**src/rtl/id_ex_pipe_reg_pkg.sv**
```systemverilog
// Shared definitions for the ID/EX boundary: control-bundle bit map and default widths.
// Latency: none (package only).
// Backpressure: not applicable.
package id_ex_pkg;

    // Bit positions inside the decoded control bundle.
    localparam int REG_WRITE  = 0;
    localparam int MEM_READ   = 1;
    localparam int MEM_WRITE  = 2;
    localparam int MEM_TO_REG = 3;
    localparam int ALU_SRC    = 4;
    localparam int REG_DST    = 5;
    localparam int BRANCH     = 6;
    localparam int ALU_OP_LO  = 7;
    localparam int ALU_OP_HI  = 9;

    // Bundle width follows the highest assigned control bit.
    localparam int CTRL_W_DEF     = ALU_OP_HI + 1;
    localparam int DATA_W_DEF     = 32;
    localparam int NUM_SRC_DEF    = 2;
    localparam int REG_ADDR_W_DEF = 5;

endpackage

```
**src/rtl/id_ex_pipe_reg_slot.sv**
```systemverilog
// One pipeline slot: payload register plus valid flag; clr beats load on the valid flag.
// Latency: one cycle from load to q/valid.
// Backpressure: none inside the slot; the parent decides when to load or clear.
//
// Ports: clk, reset (async, active-high), load, clr, d[W], q[W], valid.
module pipe_slot #(
    parameter int W = 8
) (
    input  logic         clk,
    input  logic         reset,
    input  logic         load,
    input  logic         clr,
    input  logic [W-1:0] d,
    output logic [W-1:0] q,
    output logic         valid
);

    always_ff @(posedge clk or posedge reset) begin
        if (reset) begin
            q     <= '0;
            valid <= 1'b0;
        end else begin
            // Payload only moves on load, so a cleared slot keeps its old bits.
            if (load) begin
                q <= d;
            end
            if (clr) begin
                valid <= 1'b0;
            end else if (load) begin
                valid <= 1'b1;
            end
        end
    end

endmodule

```
**src/rtl/id_ex_pipe_reg.sv**
```systemverilog
// ID/EX boundary register with valid/ready handshake, two-entry skid (M drives EX, S absorbs one stall beat).
// Latency: one cycle from accept to out_valid when M is empty; one beat per cycle with out_ready high.
// Backpressure: in_ready = ~S.valid straight from a flop, so it never depends combinationally on out_ready.
//
// Ports: clk, reset (async, active-high), flush (sync, drops held and incoming beats),
//        in_valid/in_ready + in_src/in_imm/in_pc/in_ctrl/in_rd from decode,
//        out_valid/out_ready + out_src/out_imm/out_pc/out_ctrl/out_rd to execute.
module id_ex_pipe_reg
    import id_ex_pkg::*;
#(
    parameter int DATA_W     = DATA_W_DEF,
    parameter int NUM_SRC    = NUM_SRC_DEF,
    parameter int CTRL_W     = CTRL_W_DEF,
    parameter int REG_ADDR_W = REG_ADDR_W_DEF
) (
    input  logic                      clk,
    input  logic                      reset,
    input  logic                      flush,
    input  logic                      in_valid,
    output logic                      in_ready,
    input  logic [NUM_SRC*DATA_W-1:0] in_src,
    input  logic [DATA_W-1:0]         in_imm,
    input  logic [DATA_W-1:0]         in_pc,
    input  logic [CTRL_W-1:0]         in_ctrl,
    input  logic [REG_ADDR_W-1:0]     in_rd,
    output logic                      out_valid,
    input  logic                      out_ready,
    output logic [NUM_SRC*DATA_W-1:0] out_src,
    output logic [DATA_W-1:0]         out_imm,
    output logic [DATA_W-1:0]         out_pc,
    output logic [CTRL_W-1:0]         out_ctrl,
    output logic [REG_ADDR_W-1:0]     out_rd
);

    localparam int SRC_W  = NUM_SRC * DATA_W;
    localparam int IMM_LO = SRC_W;
    localparam int PC_LO  = IMM_LO + DATA_W;
    localparam int CTL_LO = PC_LO + DATA_W;
    localparam int RD_LO  = CTL_LO + CTRL_W;
    localparam int SLOT_W = RD_LO + REG_ADDR_W;

    logic [SLOT_W-1:0] in_word;
    logic [SLOT_W-1:0] m_d;
    logic [SLOT_W-1:0] m_q;
    logic [SLOT_W-1:0] s_q;
    logic              m_vld;
    logic              s_vld;
    logic              accept;
    logic              take;
    logic              m_free;
    logic              m_load;
    logic              m_clr;
    logic              s_load;
    logic              s_clr;

    assign in_word = {in_rd, in_ctrl, in_pc, in_imm, in_src};

    assign in_ready  = ~s_vld;
    assign out_valid = m_vld;
    assign accept    = in_valid & in_ready;
    assign take      = m_vld & out_ready;

    // M can take a new beat this cycle if it is empty or its beat is leaving.
    assign m_free = ~m_vld | take;

    // S has priority into M to keep FIFO order; otherwise M refills from decode.
    assign m_d    = s_vld ? s_q : in_word;
    assign m_load = ~flush & m_free & (s_vld | accept);
    assign m_clr  = flush | (m_free & ~s_vld & ~accept);

    // S only catches a beat when M is stalled; in_ready guarantees S is empty then.
    assign s_load = ~flush & ~m_free & accept;
    assign s_clr  = flush | (m_free & s_vld);

    pipe_slot #(.W(SLOT_W)) u_slot_m (
        .clk   (clk),
        .reset (reset),
        .load  (m_load),
        .clr   (m_clr),
        .d     (m_d),
        .q     (m_q),
        .valid (m_vld)
    );

    pipe_slot #(.W(SLOT_W)) u_slot_s (
        .clk   (clk),
        .reset (reset),
        .load  (s_load),
        .clr   (s_clr),
        .d     (in_word),
        .q     (s_q),
        .valid (s_vld)
    );

    assign out_src  = m_q[SRC_W-1:0];
    assign out_imm  = m_q[IMM_LO +: DATA_W];
    assign out_pc   = m_q[PC_LO  +: DATA_W];
    // A bubble must never assert a control bit, even though stale payload is held.
    assign out_ctrl = m_vld ? m_q[CTL_LO +: CTRL_W] : '0;
    assign out_rd   = m_q[RD_LO  +: REG_ADDR_W];

endmodule

```
**config.mk**
```make
export PLATFORM = sky130hd
export DESIGN_NAME = id_ex_pipe_reg
export DESIGN_NICKNAME = d
export VERILOG_FILES = /design/src/rtl/id_ex_pipe_reg_pkg.sv /design/src/rtl/id_ex_pipe_reg_slot.sv /design/src/rtl/id_ex_pipe_reg.sv
export SDC_FILE = /design/constraint.sdc
export NUM_CORES = 1
export LEC_CHECK = 0
export CELL_PAD_IN_SITES_DETAIL_PLACEMENT = 1
export CELL_PAD_IN_SITES_GLOBAL_PLACEMENT = 1
export CORE_ASPECT_RATIO = 1.2
export CORE_MARGIN = 1
export CORE_UTILIZATION = 45
export DETAILED_ROUTE_END_ITERATION = 8
export GPL_ROUTABILITY_DRIVEN = 1
export HOLD_SLACK_MARGIN = 0.03
export PLACE_DENSITY_LB_ADDON = 0.1
export SYNTH_ARGS = -nofsm -noshare
export SYNTH_HDL_FRONTEND = slang
export SYNTH_SLANG_ARGS = --single-unit
```
**constraint.sdc**
```tcl
create_clock -name clk -period 23.4 [get_ports clk]
set_clock_uncertainty 0.05 [all_clocks]
set_input_delay 4.68 -clock clk [delete_from_list [all_inputs] [get_ports clk]]
set_output_delay 4.68 -clock clk [all_outputs]
set_load 0.01 [all_outputs]
```
==> run summary <==
The flow ran to the end, and the final reports show no timing, DRC or antenna violations. The violation count after the first detailed-routing iteration is 317. Clock latency on the worst-skew pair, taken at its later pin, is 0.54 ns. Counting cells, the worst reg-to-reg path comes to 4.

The post-synthesis cell type count came out at 17. In this design, the largest share of critical-path delay is due to flip-flops. The worst hold path terminates at u_slot_m.q[69]. The maximum fanout along the worst path is 13, and the highest achievable clock rate is 0.1486 GHz.

The count of nets left with antenna violations after detail routing was 0; the total number of vias was 7471. In this run the count of I/O pins placed on the die edge is 293. The endpoint of the most critical register-to-register path is u_slot_s.q[15].

The number of antenna violations at the first check in global routing is 3. The library cells used most frequently in the layout, excluding fill and tap cells, are mux2_2, clkdlybuf4s50_1, dfrtp_1. The clock period could shrink to 6.728 ns. The clock network is responsible for 32.4% of the overall power. The setup path with the least slack is of type flop to primary output. Port buffering added 292 buffers.

The synthesized area per cell is 14.71 um2. The tools report the cell internal power dissipation as 1.072 mW. The path class of the tightest hold or removal check is flop to flop. For this design the static power due to leakage is 6.884 nW. Summed over all failing endpoints, the final setup total negative slack is 0 ns. The first detailed-routing pass took 3 iterations.

The number of clock sinks came out at 288. For the number of global-route vias before repair, the log shows 8182. Walking the worst path, the cells encountered are and2_1 > clkdlybuf4s50_1. The number of nets in the layout was 1216; the cell area after synthesis was 13490 um2. The area added between synthesis and finish works out to 23.24%. The run gives 0 as the number of maximum-capacitance violations. The most common cell after layout, fill and taps aside was mux2_2. The total inserted antenna cells was 0; the worst slew margin relative to its limit was 32.70%. The area of the core was 29530 um2; the worst-case clock buffer depth was 3.

The total of hold buffers inserted after clock tree synthesis is 0, and the transition time of the tightest slew-check pin is 1.010 ns. The number of fill cells is 2844. Global routing used 18.91% of the available tracks.

Post-CTS timing repair inserted 0 buffers for setup. The logs give 31 for the number of buffers added by the clock tree synthesis step and 0.4380 ns for the minimum hold slack. Among all stages on the critical path, the largest delay is contributed by dfrtp_1. For the largest net degree at the start of global routing, the log shows 162. The startpoint identified for the worst register-to-register timing path is u_slot_m.valid. The switching share of power is 24.61%, and the count of endpoints failing hold in the final timing report is 0. The placed cell area is 15670 um2. The starting density of the core was 45.70%.

Counting every net in the synthesized netlist gives 1065. Counting flops and latches in the post-synthesis netlist gives 288. The utilization after layout is 56.32%, and the number of buffer and inverter stages on the critical path is 1. The die outline height came out at 191.7 um. The post-route clock period utilization was 28.75%. The data arrival time of the worst path is 2.00 ns, and the delay contributed by the slowest stage of the critical path is 0.64 ns. Total of endpoints with negative setup slack in the final report: 0. TritonCTS built the clock tree.

Dividing the detail-routed via count by the number of cells gives 5.041. The horizontal die dimension was 160.1 um; the number of instances in the synthesized netlist was 917. After clock tree synthesis, the repair step resized 0 gates.

For this design the total switching power over the nets is 0.3498 mW. The tree is rooted in a clkbuf_16. Data on the critical path is required at its endpoint by 18.67 ns. The cell type contributing the most total cell area after synthesis was dfrtp_1. The top cell type's share of synthesized area was 53.41%. The sequential area share after synthesis came out at 53.41%.

Synthesis warning total: 0. After detailed routing, the average wire length per cell comes to 19.29 um. The logs give 69 for the count of standard-cell rows and 45890 um for the global-route wire length before repair. Final number of max-transition violations: 0. Final weighted congestion in routability-driven placement: 0.7068. Of the total power, registers draw 46.6%. In the post-synthesis netlist, the biggest area contributors are dfrtp_1, mux2_2, buf_4, mux2_1, buf_6.

The hold-critical path depth was 1; the maximum vdd ir drop was 0.00005642 V. Combinational logic burns 21.0% of the power. The post-detailed-placement half-perimeter wirelength was 17930 um; the fraction of final layout cells sized beyond drive strength 1 was 43.04%. After routing the design area is 16630 um2.

In this run the most critical hold path is launched from u_slot_m.q[69]. The number of H-tree levels came out at 1. The completed layout was analyzed and its total power is 1.422 mW. Kind of capture point of the worst setup path: a primary output. Summed over all layers, the routed wires come to 28580 um.

After detailed routing, the number of remaining DRC violations is 0. Setup repair after global routing left no endpoint under its margin. The overall overflow remaining after global route was 0; the clock-pin slew reported for the worst setup and hold paths after clock tree synthesis was 0.06 ns. The tools report the type of element launching the critical path as a flop. Across all register-to-register paths, the minimum setup slack is 20.88 ns.

The power density relative to cell area came out at 85.50 nW/um2. The floorplan step defined a die boundary enclosing 30680 um2.
[power groups by stage]
stage	combinational (mW)	clock [mW]	sequential, mW
2_1_floorplan	0.221	0	0.652
3_3_place_gp	0.295	0	0.665
3_5_place_dp	0.303	0	0.671
4_1_cts	0.305	0.479	0.664
5_1_grt	0.322	0.496	0.679
6_report	0.299	0.460	0.663
[cells in the mapped netlist (all sizes together)]
cell	n
clkbuf	2
nand3	1
and2	10
buf	178
dfrtp	288
nor3	2
a21oi	1
mux2	429
inv	2
nor2	2
nor2b	1
nand2b	1
[metal layers]
metal / share of wire (%) / global-route usage (%) / vias up / wire (um)
li1: - / - / 3375 / -
met1: 41 / 23.27 / 3861 / 11770
met2: 50 / 32.37 / 192 / 14160
met3: 7.7 / 6.154 / 39 / 2206
met4: 1.5 / 4.066 / 4 / 427
met5: 0.098 / 0 / - / 28
[cell families (layout without fill, tap and decap cells)]
family                 after synthesis  count (layout)  synth area share [%]
multiplexers                       429             429                 35.80
flip-flops                         288             288                 53.41
buffers and inverters              182             357                 9.885
AND/OR/NAND/NOR                     17              17                0.8625
AO/OA/AOI/OAI                        1               1               0.03706
[cell type report]
type	count	area, um2	area share [%]
flip-flops and latches	288	7211	43.36
multi-input cells	447	4960	29.83
repair buffers	298	2993	18.00
clock buffers	50	927.1	5.576
well taps	390	488.0	2.935
clock inverters	7	35.03	0.2107
inverters	2	15.01	0.09029
[state kept, by name (all words and copies together), names as in the netlist]
signal,count
u_slot_m.q,143
u_slot_m.valid,1
u_slot_s.q,143
u_slot_s.valid,1
[worst max path at each step]
stage                               from             end  slack [ns]  depth (start not counted)
after floorplan                    reset   u_slot_m.q[0]       10.72                          1
after global placement             flush  u_slot_s.q[15]       16.34                          5
after detailed placement           flush  u_slot_s.q[11]       16.32                          5
after CTS                 u_slot_m.valid     out_ctrl[6]       16.60                          2
after global routing      u_slot_m.valid     out_ctrl[6]       16.54                          2
final                     u_slot_m.valid     out_ctrl[4]       16.67                          2
[stage by stage]
step	std cells	setup slack, ns
2_1_floorplan	917	10.72
3_3_place_gp	1425	16.34
3_5_place_dp	1425	16.32
4_1_cts	1482	16.60
5_1_grt	1482	16.54
6_report	1482	16.67
No activity file was read; power rests on OpenSTA's default activity.
==> RTL edit: new RTL, same flow settings <==
Change the package constant `NUM_SRC_DEF` from 2 to 1.
--- a/src/rtl/id_ex_pipe_reg_pkg.sv
+++ b/src/rtl/id_ex_pipe_reg_pkg.sv
@@ -18,5 +18,5 @@
     localparam int CTRL_W_DEF     = ALU_OP_HI + 1;
     localparam int DATA_W_DEF     = 32;
-    localparam int NUM_SRC_DEF    = 2;
+    localparam int NUM_SRC_DEF    = 1;
     localparam int REG_ADDR_W_DEF = 5;
 
Ports: changed (resized in_src and out_src); port bits go from 293 to 229. The function was not compared with the original's and may differ.
==> RTL edit against the unedited design <==
Design area down 19%. Worst hold slack better by 0.0090 ns. Total power down 19%. Utilization down 0.41 points. Sequential cell count down 64. Area after synthesis down 18%. Sequential share of layout area down 1.5 points. Largest power group unchanged. Wire length down 17%. First-iteration DRC count down 34%. Combinational power down 13%. Highest routed layer is now met4. Largest cell class unchanged. Setup slack worse by 0.38 ns.
==> RTL edit: results (changes against the unedited design) <==
- Among cell families on the critical path, the largest total delay comes from buffers and inverters.
- The sequential-to-total area share from yosys stat is 0.508 (-0.0259).
- The via density per instance came to 5.07 (+0.57%).
- The final estimated routing congestion in global placement was 0.748 (+5.9%).
- The setup slack of the worst register-to-register path came to 20.08 ns (-0.80 ns).
- The global-route usage over all layers came to 0.193 (+0.00382).
- The first-pass GRT wire length is 38.8 mm (-15%).
- The proportion of power drawn by flip-flops and latches came to 0.457 (-0.009).
- The combinational group power came to 0.000261 W (-13%).
- The startpoint of the worst register-to-register path is u_slot_s.valid.
- The pin slew with the least headroom to its limit is 1.06 ns (+0.0542 ns).
- The placement-stage cell area came to 12,700 sq um (-19%).
- The endpoint arrival time on the critical path is 7.44 ns (+5.44 ns).
- The worst hold path terminates at u_slot_m.q[84].
- The final standard cell count with taps included and fillers excluded came to 1,173 (-21%).
- The DRC violation total after the first TritonRoute iteration is 209 (-34%).
- The worst setup path category is in2reg.
- The flow ran to the end, and the final reports show no timing, DRC or antenna violations.
- The CTS buffer count was 25 (-19%).
- By area the synthesized netlist is led by sky130_fd_sc_hd__dfrtp_1 51%, sky130_fd_sc_hd__mux2_2 22%, sky130_fd_sc_hd__mux2_4 15%.
- The routed wirelength normalized by instance count is 20.2 microns (+5.0%).
- The HPWL after detailed placement is 15.3 mm (-14%).
- The number of library cell types mapped by synthesis is 18 (+1).
- The clock network fraction of total power is 0.314 (-0.010).
- The port buffer count is 228 (-22%).
- The fill cell instance count of the final layout came to 2,206 (-22%).
- The worst voltage drop across the vdd grid is 0.0000464 V (-18%).
- The worst-case reg-to-reg path depth is 5 (+1).
RTL edit: logic make-up after synthesis:
group	share of synthesized area
buffers and inverters	0.103
AND/OR/NAND/NOR	0.0107
flip-flops	0.508
AO/OA/AOI/OAI	0.000453
multiplexers	0.377
RTL edit: layer usage:
| layer | wire (microns) | global-route usage | part of all wire | vias up |
|---|---|---|---|---|
| met4 | 363 | 0.0426 | 0.015 | 0 |
| met1 | 9940 | 0.249 | 0.42 | 3110 |
| met2 | 12000 | 0.330 | 0.51 | 164 |
| met3 | 1400 | 0.0432 | 0.059 | 34 |
| met5 | 0 | 0 | 0 | - |
| li1 | - | - | - | 2639 |
RTL edit: final cells by class:
type	count	area [sq um]	share of cell area
sequential	224	5610	0.419
timing repair buffer	234	2330	0.174
inverter	2	15.0	0.00112
clock buffer	40	732	0.0546
clock inverter	2	13.8	0.00103
multi-input combinational	351	4300	0.321
tap	320	400	0.0299
